## src/rtl/msk_unmask_pkg.sv

```systemverilog
// Shared types and helpers for the serial share-recombination datapath.
package msk_unmask_pkg;

  typedef enum logic [1:0] {
    IDLE,
    FOLD,
    OUT
  } state_e;

  function automatic int unsigned clog2_min1(input int unsigned n);
    return (n <= 2) ? 1 : $clog2(n);
  endfunction

endpackage

```

## src/rtl/msk_fold_reg.sv

```systemverilog
// Accumulator register folding one share per enabled clock: D = acc ^ share.
module msk_fold_reg #(
  parameter int unsigned W = 1
) (
  input  logic         clk,
  input  logic         rst_n,
  input  logic         clr,
  input  logic         en,
  input  logic [W-1:0] share,
  output logic [W-1:0] sum
);

  logic [W-1:0] acc_q, acc_d;

  // The only XOR touching share-derived data; sum is also the final result tap.
  assign sum = acc_q ^ share;

  always_comb begin
    acc_d = acc_q;
    if (clr) begin
      acc_d = '0;
    end else if (en) begin
      acc_d = sum;
    end
  end

  always_ff @(posedge clk or negedge rst_n) begin
    if (!rst_n) begin
      acc_q <= '0;
    end else begin
      acc_q <= acc_d;
    end
  end

endmodule

```

## src/rtl/msk_unmask_serial.sv

```systemverilog
// Serial unmasking: folds one share per clock into an accumulator, exposes only the result.
module msk_unmask_serial
  import msk_unmask_pkg::*;
#(
  parameter int unsigned d     = 2,
  parameter int unsigned count = 1
) (
  input  logic                 clk,
  input  logic                 rst_n,
  input  logic [count*d-1:0]   in_data,
  input  logic                 in_valid,
  output logic                 in_ready,
  output logic [count-1:0]     out_data,
  output logic                 out_valid,
  input  logic                 out_ready
);

  localparam int unsigned CW = clog2_min1(d);

  state_e           state_q, state_d;
  logic [CW-1:0]    cnt_q, cnt_d;
  logic [count-1:0] shr_q [d];
  logic [count-1:0] shr_d [d];
  logic [count-1:0] out_data_q, out_data_d;
  logic             in_ready_q, in_ready_d;
  logic             out_valid_q, out_valid_d;

  logic [count-1:0] in_share [d];
  logic [count-1:0] sel_share;
  logic [count-1:0] fold_sum;
  logic             accept, fold_last, out_fire;

  always_comb begin
    for (int unsigned j = 0; j < d; j++) begin
      for (int unsigned k = 0; k < count; k++) begin
        in_share[j][k] = in_data[k*d + j];
      end
    end
  end

  assign accept    = (state_q == IDLE) && in_valid;
  assign fold_last = (state_q == FOLD) && (cnt_q == CW'(d - 1));
  assign out_fire  = (state_q == OUT) && out_ready;

  // Share 0 enters straight from the input; later shares come from the share register.
  always_comb begin
    sel_share = shr_q[cnt_q];
    if (state_q == IDLE) begin
      sel_share = in_share[0];
    end
  end

  msk_fold_reg #(
    .W(count)
  ) u_acc (
    .clk   (clk),
    .rst_n (rst_n),
    .clr   (fold_last || out_fire),
    .en    (accept || (state_q == FOLD)),
    .share (sel_share),
    .sum   (fold_sum)
  );

  always_comb begin
    state_d    = state_q;
    cnt_d      = cnt_q;
    shr_d      = shr_q;
    out_data_d = out_data_q;
    unique case (state_q)
      IDLE: begin
        if (in_valid) begin
          for (int unsigned j = 1; j < d; j++) begin
            shr_d[j] = in_share[j];
          end
          cnt_d = CW'(1);
          if (d == 1) begin
            out_data_d = fold_sum;
            state_d    = OUT;
          end else begin
            state_d = FOLD;
          end
        end
      end
      FOLD: begin
        shr_d[cnt_q] = '0;
        cnt_d        = cnt_q + 1'b1;
        if (fold_last) begin
          out_data_d = fold_sum;
          cnt_d      = '0;
          state_d    = OUT;
        end
      end
      OUT: begin
        if (out_ready) begin
          out_data_d = '0;
          state_d    = IDLE;
        end
      end
      default: state_d = IDLE;
    endcase
    in_ready_d  = (state_d == IDLE);
    out_valid_d = (state_d == OUT);
  end

  always_ff @(posedge clk or negedge rst_n) begin
    if (!rst_n) begin
      state_q     <= IDLE;
      cnt_q       <= '0;
      for (int unsigned j = 0; j < d; j++) begin
        shr_q[j] <= '0;
      end
      out_data_q  <= '0;
      in_ready_q  <= 1'b1;
      out_valid_q <= 1'b0;
    end else begin
      state_q     <= state_d;
      cnt_q       <= cnt_d;
      shr_q       <= shr_d;
      out_data_q  <= out_data_d;
      in_ready_q  <= in_ready_d;
      out_valid_q <= out_valid_d;
    end
  end

  assign in_ready  = in_ready_q;
  assign out_data  = out_data_q;
  assign out_valid = out_valid_q;

endmodule

```

## config.mk

```make
export PLATFORM = sky130hd
export DESIGN_NAME = msk_unmask_serial
export DESIGN_NICKNAME = d
export VERILOG_FILES = /design/src/rtl/msk_unmask_pkg.sv /design/src/rtl/msk_fold_reg.sv /design/src/rtl/msk_unmask_serial.sv
export SDC_FILE = /design/constraint.sdc
export NUM_CORES = 1
export LEC_CHECK = 0
export CORE_AREA = 2 2 39 41
export CTS_BUF_LIST = sky130_fd_sc_hd__clkbuf_16
export CTS_CLUSTER_SIZE = 24
export DETAILED_ROUTE_END_ITERATION = 12
export DIE_AREA = 0 0 41 43
export DONT_BUFFER_PORTS = 1
export GPL_TIMING_DRIVEN = 0
export SETUP_SLACK_MARGIN = 0.1
export SYNTH_ARGS = -nofsm -noshare
export SYNTH_HDL_FRONTEND = slang
export SYNTH_SLANG_ARGS = --single-unit
```

## constraint.sdc

```tcl
create_clock -name clk -period 2.45 [get_ports clk]
set_input_delay 0.49 -clock clk [delete_from_list [all_inputs] [get_ports clk]]
set_output_delay 0.49 -clock clk [all_outputs]
set_load 0.02 [all_outputs]
```

# Yosys cells after proc, flatten, opt, wreduce, memory -nomap -nowiden
# Index checks and enable logic that the tools add are counted.
dict set report totals {
  ff_bits 9
  output_inout_bits 3
}
dict set report classes {
  add_sub_neg 1
  order_cmp 2
  n_eq_ne 6
  mux 20
  bitwise_logic 4
  n_reduce_logical 13
}
# cell count
set op_table {}
lappend op_table {{1-bit 2-to-1 mux} 12}
lappend op_table {{2-bit 2-to-1 mux} 3}
lappend op_table {{2-bit != test (second input constant)} 3}
lappend op_table {{1-bit case mux with 2 select lines} 3}
lappend op_table {{2-bit case mux with 3 select lines} 1}
lappend op_table {{2-bit nonzero test} 3}
lappend op_table {{2-bit equality test (second input constant)} 2}
lappend op_table {{1-bit logical AND} 4}
lappend op_table {{2-bit zero test} 2}
lappend op_table {{3-bit AND reduction} 1}
lappend op_table {{2-bit AND} 1}
lappend op_table {{2-bit by 1-bit equality test with 1-bit output (second input constant)} 1}
lappend op_table {{2-bit >= comparator (second input constant)} 1}
lappend op_table {{1-bit logical OR} 2}
lappend op_table {{2-bit by 1-bit < comparator with 1-bit output (second input constant)} 1}
lappend op_table {{1-bit inverter with 2-bit output} 1}
lappend op_table {{2-bit inverter} 1}
lappend op_table {{2-bit AND reduction} 1}
lappend op_table {{1-bit adder (second input constant)} 1}
lappend op_table {{1-bit demux with 1-bit select} 1}
lappend op_table {{1-bit bitwise XOR} 1}

# Longest topological paths before layout
# Gate-level depths: netlist of the first run.
dict set report depth {
  word_depth 8
  ltp_mapped 4
}

# By module
# Synthesis of the first run repeated with hierarchy kept, for this count alone.
dict set report unflattened {
  cells_unflattened 41
  hier_area_um2 427.9
}
# module instances cells_per_inst area_each_um2 seq_area_each_um2
set by_module_without_submodules {}
lappend by_module_without_submodules {msk_unmask_serial 1 36 367.9 201.4}
lappend by_module_without_submodules {msk_fold_reg 1 5 60.1 25.0}

# Worst setup path before layout of the first run
# OpenSTA, ideal clock, no wires.
dict set report synth_timing {
  kind {register to register}
  startpoint {reg state_q[1]}
  endpoint {reg out_data_q, in the netlist out_data}
  arrival_time_ns 1.209
  required_time_ns 2.363
  setup_slack_ns 1.154
  stages_incl_launch_ff 5
  path_buffers 1
  cell_sequence {dfrtp_1 > buf_2 > nand3b_1 > a2111o_1 > o211ai_1}
}
dict set report synth_via {
  elab_chain_len 5
  elab_cells_between_ends 12
  cone_classes {eq/ne: 4; mux: 3; bitwise: 1; reduce/logical: 4}
}
# element line_no
set synth_lines {}
lappend synth_lines {{start, declared} msk_unmask_serial.sv:20} ;# state_e state_q, state_d;
lappend synth_lines {{start signal, assigned} msk_unmask_serial.sv:116} ;# state_q <= state_d;
lappend synth_lines {{2-bit zero test} msk_unmask_serial.sv:48} ;# if (state_q == IDLE) begin
lappend synth_lines {{1-bit 2-to-1 mux} msk_unmask_serial.sv:48}
lappend synth_lines {{1-bit bitwise XOR} msk_fold_reg.sv:16} ;# assign sum = acc_q ^ share;
lappend synth_lines {{1-bit 2-to-1 mux} msk_unmask_serial.sv:87} ;# if (fold_last) begin
lappend synth_lines {{1-bit case mux with 2 select lines} msk_unmask_serial.sv:69} ;# unique case (state_q)
lappend synth_lines {{end signal, assigned} msk_unmask_serial.sv:119} ;# out_data_q <= out_data_d;
lappend synth_lines {{end, declared} msk_unmask_serial.sv:24} ;# logic [count-1:0] out_data_q, out_data_d;
# Several ways; a longest one is shown, not always the timed one. The select of a mux whose other input is x is not followed.
# A chain may end at the register's enable or synchronous reset.

# Final worst setup path of the first run
# Ends and elaborated chain as after synthesis.

==> run summary, run 1 <==
Startpoint Class = flip-flop
CTS tree = done
Netlist cell types = 25
Grt met2 use = 16.56%
Worst Path Max Fanout = 10
Final critical-path share of the clock period = 58.90%
Deepest clock path buffer count = 2
Max frequency = 0.6930 GHz
Post-Route WL = 832 um
Antenna violations before repair = 0
Sequential share of the synthesized area = 50.70%
Clock-pin slew on the worst setup and hold paths = 0.04 ns
TritonRoute pass-1 iters = 4
MaxCap Viol Count = 0
Crit path kind = reg -> reg
RSZ-0062 raised after global routing = false
Crit. End Element = flip-flop
Root Driver = clkbuf_16
Worst Hold Class = in -> async
Gr ovfl total = 0
Average cell area after synthesis = 10.64 um2
Worst setup margin = 1.007 ns
Final Hold Vio Count = 0
Hold_buf cts = 1
CP top delay family = compound AO/OA/AOI/OAI gates
Seq cells post-synth = 9
Pwr Density = 1444 nW/um2
Final Critical Period = 1.443 ns
CP max stage cell = a2111o_1
DIE HEIGHT = 43 um
H-tree depth = 1
Worst path bufs/invs = 1
PortBufs = 0
Setup Skew = 0.002633 ns
RD Place Congestion = 0.6626
Gr usage total = 13.37%
Syn. warnings = 0
Final setup fails = 0
Post-route cell area = 555.5 um2
First-pass GRT wire length = 1455 um
Largest net degree at the start of global routing = 11
Gate Count Post-Synth = 42
Core ar. = 1384 um2
Critical-path cell list = buf_2, nand3b_1, a2111o_1, o211ai_1
Via count = 330
Max incr delay on CP = 0.40 ns
Sink Count = 9
Fin nets = 54
DR WL/cell = 13.21 um
DP HPWL = 604.1 um
Crit path required time = 2.59 ns
CTS buffer count = 3
Post-synthesis instance area = 446.7 um2
Post-cts repair resize count = 0
Vias in the first global route = 331
Critical path depth = 4
Iteration-0 DRC Markers = 4
Area post-placement = 466.7 um2
Syn_nets = 48
Max_slew headroom = 74.36%
Final Total Pwr = 0.8022 mW
Setup tns final = 0 ns
Peak supply drop = 710.6 uV
Antenna viol nets, final = 0
Worst EP arrival = 1.58 ns
Placed cells = 58
P&R area growth vs syn = 24.37%
IO Count = 9
Initial Util = 32.28%
Fillcell total = 134
Share of cells above drive strength 1 = 19.15%
Final non-filler cell total = 63
DIE AREA = 1763 um2
Rows = 14
Die X = 41 um
Clock latency on the worst-skew pair = 0.23 ns
Static leakage = 0.2497 nW
Measured slew at the worst slew-check pin = 0.3817 ns
# diodes = 0
M3 GR Usage = 4.712%
Pins Over Slew Limit = 0
Post-route DRC = 0
Routed vias/inst = 5.238
Met1 Track Usage GR = 17.22%
Depth of the worst register-to-register path = 4
# Post-CTS Setup Buffers = 0
Status = completed
Busiest grt layer = met1
DP Worst Slack = 1.009 ns
==> metrics by stage <==
stage,hold WS (ns),utilization (%)
2_1_floorplan,0.1944,-
3_3_place_gp,0.1946,33.73
3_5_place_dp,0.1946,33.73
4_1_cts,0.09682,40.14
5_1_grt,0.09326,40.14
6_report,0.09915,40.14
==> cell usage after synthesis <==
| cell | count | share of area (%) |
|---|---|---|
| o21ba_1 | 1 | 2.2 |
| and2b_1 | 1 | 1.7 |
| a2111o_1 | 1 | 2.5 |
| nand4b_1 | 1 | 2.0 |
| a2bb2oi_1 | 1 | 2.0 |
| dfrtp_1 | 8 | 45 |
| nand2_1 | 1 | 0.84 |
| o21ai_0 | 3 | 3.4 |
| nand2b_1 | 1 | 1.4 |
| or2_2 | 1 | 1.4 |
| mux2i_1 | 2 | 4.5 |
| nor2b_1 | 1 | 1.4 |
| inv_1 | 2 | 1.7 |
| o21a_1 | 1 | 1.7 |
| dfstp_2 | 1 | 5.9 |
| nor2_1 | 3 | 2.5 |
| nand3_1 | 2 | 2.2 |
| o21ai_1 | 1 | 1.1 |
| nor3_1 | 1 | 1.1 |
| nand3b_1 | 3 | 5.0 |
| buf_2 | 2 | 2.2 |
| o211ai_1 | 1 | 1.7 |
| a2111oi_2 | 1 | 3.4 |
| a21oi_1 | 1 | 1.1 |
| o31a_2 | 1 | 2.2 |
==> sequential cells by signal, indices dropped and copies added, names as in the netlist <==
name and cells:
shr_q 2, out_valid 1, cnt_q 1, in_ready 1
out_data 1, state_q 2, u_acc.acc_q 1
==> power by group <==
part	switching (mW)	internal [mW]
Sequential	0.0699	0.216
Clock	0.0686	0.213
Combinational	0.125	0.110
Total	0.263	0.539
==> worst paths after layout <==
kind | slack (ns) | start | endpoint
setup / recovery | 1.01 | state_q[1] | out_data
hold / removal | 0.1 | rst_n | in_ready
setup reg to reg | 1.01 | state_q[1] | out_data
hold reg to reg | 0.50 | shr_q[1] | shr_q[1]
max in group asynchronous | 1.58 | rst_n | shr_q[0]
min in group clk | 0.37 | out_ready | out_valid
==> final cells by class <==
| type | count | area [um2] | share of cell area, % |
|---|---|---|---|
| inverters | 2 | 7.507 | 1.351 |
| repair buffers | 1 | 10.01 | 1.802 |
| plain buffers | 2 | 10.01 | 1.802 |
| flip-flops and latches | 9 | 226.5 | 40.77 |
| clock buffers | 3 | 75.07 | 13.51 |
| clock inverters | 1 | 3.754 | 0.6757 |
| multi-input cells | 29 | 202.7 | 36.49 |
| well taps | 16 | 20.02 | 3.604 |
==> cells by family (layout without fill, tap and decap cells) <==
family | after synthesis | in the layout | synth area share [%]
AO/OA/AOI/OAI | 12 | 12 | 21.29
buffers and inverters | 4 | 9 | 3.922
flip-flops | 9 | 9 | 50.70
multiplexers | 2 | 2 | 4.482
AND/OR/NAND/NOR | 15 | 15 | 19.61
==> routing by layer <==
metal	share of wire [%]	wire, um	up-vias
met5	0	0	-
met4	1.7	14	0
met3	3.7	31	2
met2	45	373	6
met1	50	412	159
li1	-	-	163
==> worst reg2reg max path, cell delays in order (launching register included) <==
cell	delay [ns]
dfrtp_1	0.37
buf_2	0.18
nand3b_1	0.30
a2111o_1	0.40
o211ai_1	0.10
==> cell usage in the layout, fill, tap and decap left out, types with 2 or more instances in the layout <==
cell type,n
nand3_1,2
inv_1,3
clkbuf_16,3
o21ai_0,3
buf_2,2
dfrtp_1,8
mux2i_1,2
nor2_1,3
nand3b_1,3
(Power assumes the default switching activity.)
==> run 2, diff against run 1 <==
clock period = 1.42 ns   (was 2.45 ns; I/O delays follow)
==> run summary, run 2 (synthesis gave the netlist of run 1 again) <==
Status = completed
TritonRoute pass-1 iters = 3 (-1)
Worst Hold Class = in -> reg
Final Hold Vio Count = 0 (unchanged)
P&R area growth vs syn = 34.73%
Core ar. = 1384 um2 (unchanged)
Routed vias/inst = 5.385 (+2.8%)
Max frequency = 0.7830 GHz (+13%)
RSZ-0062 raised after global routing = false
H-tree depth = 1 (unchanged)
Final Total Pwr = 1.505 mW (+88%)
DIE HEIGHT = 43 um (unchanged)
Final setup fails = 0 (unchanged)
Die X = 41 um (unchanged)
Antenna viol nets, final = 0 (unchanged)
Via count = 350 (+6.1%)
Peak supply drop = 1166 uV (+64%)
DR WL/cell = 14.02 um (+6.1%)
Area post-placement = 466.7 um2 (unchanged)
Crit path kind = reg -> reg
First-pass GRT wire length = 1455 um (unchanged)
Vias in the first global route = 335 (+1.2%)
CTS tree = done
Commonest non-fill, non-tap cell in the layout = dfrtp_1
Root Driver = clkbuf_16
Final critical-path share of the clock period = 89.94% (+31 points)
Pwr Density = 2501 nW/um2 (+73%)
MaxCap Viol Count = 0 (unchanged)
Worst EP arrival = 1.42 ns (-0.16 ns)
Initial Util = 32.28% (unchanged)
PortBufs = 0 (unchanged)
Antenna violations before repair = 0 (unchanged)
Crit. End Element = flip-flop
Post-route DRC = 0 (unchanged)
Gr usage total = 13.27% (-0.10 points)
DP HPWL = 604.1 um (unchanged)
Share of cells above drive strength 1 = 28.57% (+9.4 points)
Pins Over Slew Limit = 0 (unchanged)
DIE AREA = 1763 um2 (unchanged)
Post-Route WL = 911 um (+9.5%)
Clock latency on the worst-skew pair = 0.23 ns (about the same)
Deepest clock path buffer count = 2 (unchanged)
Rows = 14 (unchanged)
Biggest regs = shr_q (2), state_q (2)
IO Count = 9 (unchanged)
Final Critical Period = 1.277 ns (-0.1659 ns)
Max_slew headroom = 71.27% (-3.1 points)
Worst Path Max Fanout = 10 (unchanged)
Crit path required time = 1.56 ns (-1.03 ns)
DP Worst Slack = -0.02064 ns (-1.030 ns)
Post-route cell area = 601.8 um2 (+8.3%)
Sink Count = 9 (unchanged)
Startpoint Class = flip-flop
Fin nets = 56 (+3.7%)
Worst setup margin = 0.1428 ns (-0.8641 ns)
Setup Skew = 0.001339 ns (-0.001293 ns)
Largest net degree at the start of global routing = 11 (unchanged)
Gr ovfl total = 0 (unchanged)
Clock-pin slew on the worst setup and hold paths = 0.04 ns (about the same)
Static leakage = 0.2595 nW (+3.9%)
Iteration-0 DRC Markers = 6 (+2)
# diodes = 0 (unchanged)
Measured slew at the worst slew-check pin = 0.4295 ns (+0.04779 ns)
CTS buffer count = 3 (unchanged)
RD Place Congestion = 0.6626 (unchanged)
[run 2: cell types whose count changed in the layout (fill, tap and decap cells not counted)]
cell	previous run	this run
a2111oi_2	1	0
nor3_1	1	0
a2111oi_4	0	1
mux2i_1	2	1
buf_6	0	1
buf_4	0	3
buf_2	2	0
dfrtp_2	0	1
nor3_2	0	1
dfrtp_1	8	7
mux2i_2	0	1
[run 2: stage by stage]
step / util (%) / hold WS (ns) / TNS, ns / std cells
4_1_cts: 40.69 / 0.1610 / 0 / 64
3_3_place_gp: 33.73 / -0.01140 / 0 / 58
3_5_place_dp: 33.73 / -0.01137 / -0.02064 / 58
5_1_grt: 43.49 / 0.1776 / 0 / 65
6_report: 43.49 / 0.1606 / 0 / 65
2_1_floorplan: - / -0.01159 / 0 / 42
[run 2: worst paths after layout]
kind                       slack [ns]        from         to  depth (start not counted)
hold / removal                   0.16   out_ready  out_valid                          1
max in group asynchronous        0.66       rst_n   in_ready                          1
hold reg to reg                  0.53    shr_q[1]   shr_q[1]                          1
setup / recovery                 0.14  state_q[1]   out_data                          4
setup reg to reg                 0.14  state_q[1]   out_data                          4
min in group asynchronous        0.43       rst_n  out_valid                          1
[run 2: layout make-up]
class	count	area, um2
plain buffers	2	18.77
clock buffers	3	75.07
clock inverters	1	3.754
fillers	130	782.0
inverters	2	7.507
multi-input cells	29	224.0
flip-flops and latches	9	227.7
well taps	16	20.02
repair buffers	3	25.02
[run 2: critical path, stage by stage (launching register included)]
cell	delay, ns
dfrtp_1	0.39
buf_6	0.15
nand3b_1	0.18
a2111o_1	0.36
o211ai_1	0.11
[run 2: per-layer routing]
| layer | wire length [um] | GRT usage [%] |
|---|---|---|
| met5 | 0 | 0 |
| met4 | 14 | 12.00 |
| met3 | 31 | 4.712 |
| met2 | 469 | 16.88 |
| met1 | 395 | 16.56 |
[run 2: report_power, final]
| part | internal, mW | leakage [nW] | total (mW) | switching (mW) |
|---|---|---|---|---|
| clock | 0.367 | 0.0423 | 0.485 | 0.117 |
| combinational | 0.263 | 0.106 | 0.512 | 0.249 |
| sequential | 0.375 | 0.111 | 0.508 | 0.133 |
| total | 1.01 | 0.260 | 1.51 | 0.500 |
[run 2: repair_timing]
| item | CTS | global route |
|---|---|---|
| setup endpoints to repair | 2 | 2 |
| gates resized for setup | 0 | 9 |
| setup buffers | 1 | 1 |
| pin swaps | 1 | 0 |
| endpoints found under the hold margin | 9 | 0 |
| hold buffers | 1 | 0 |
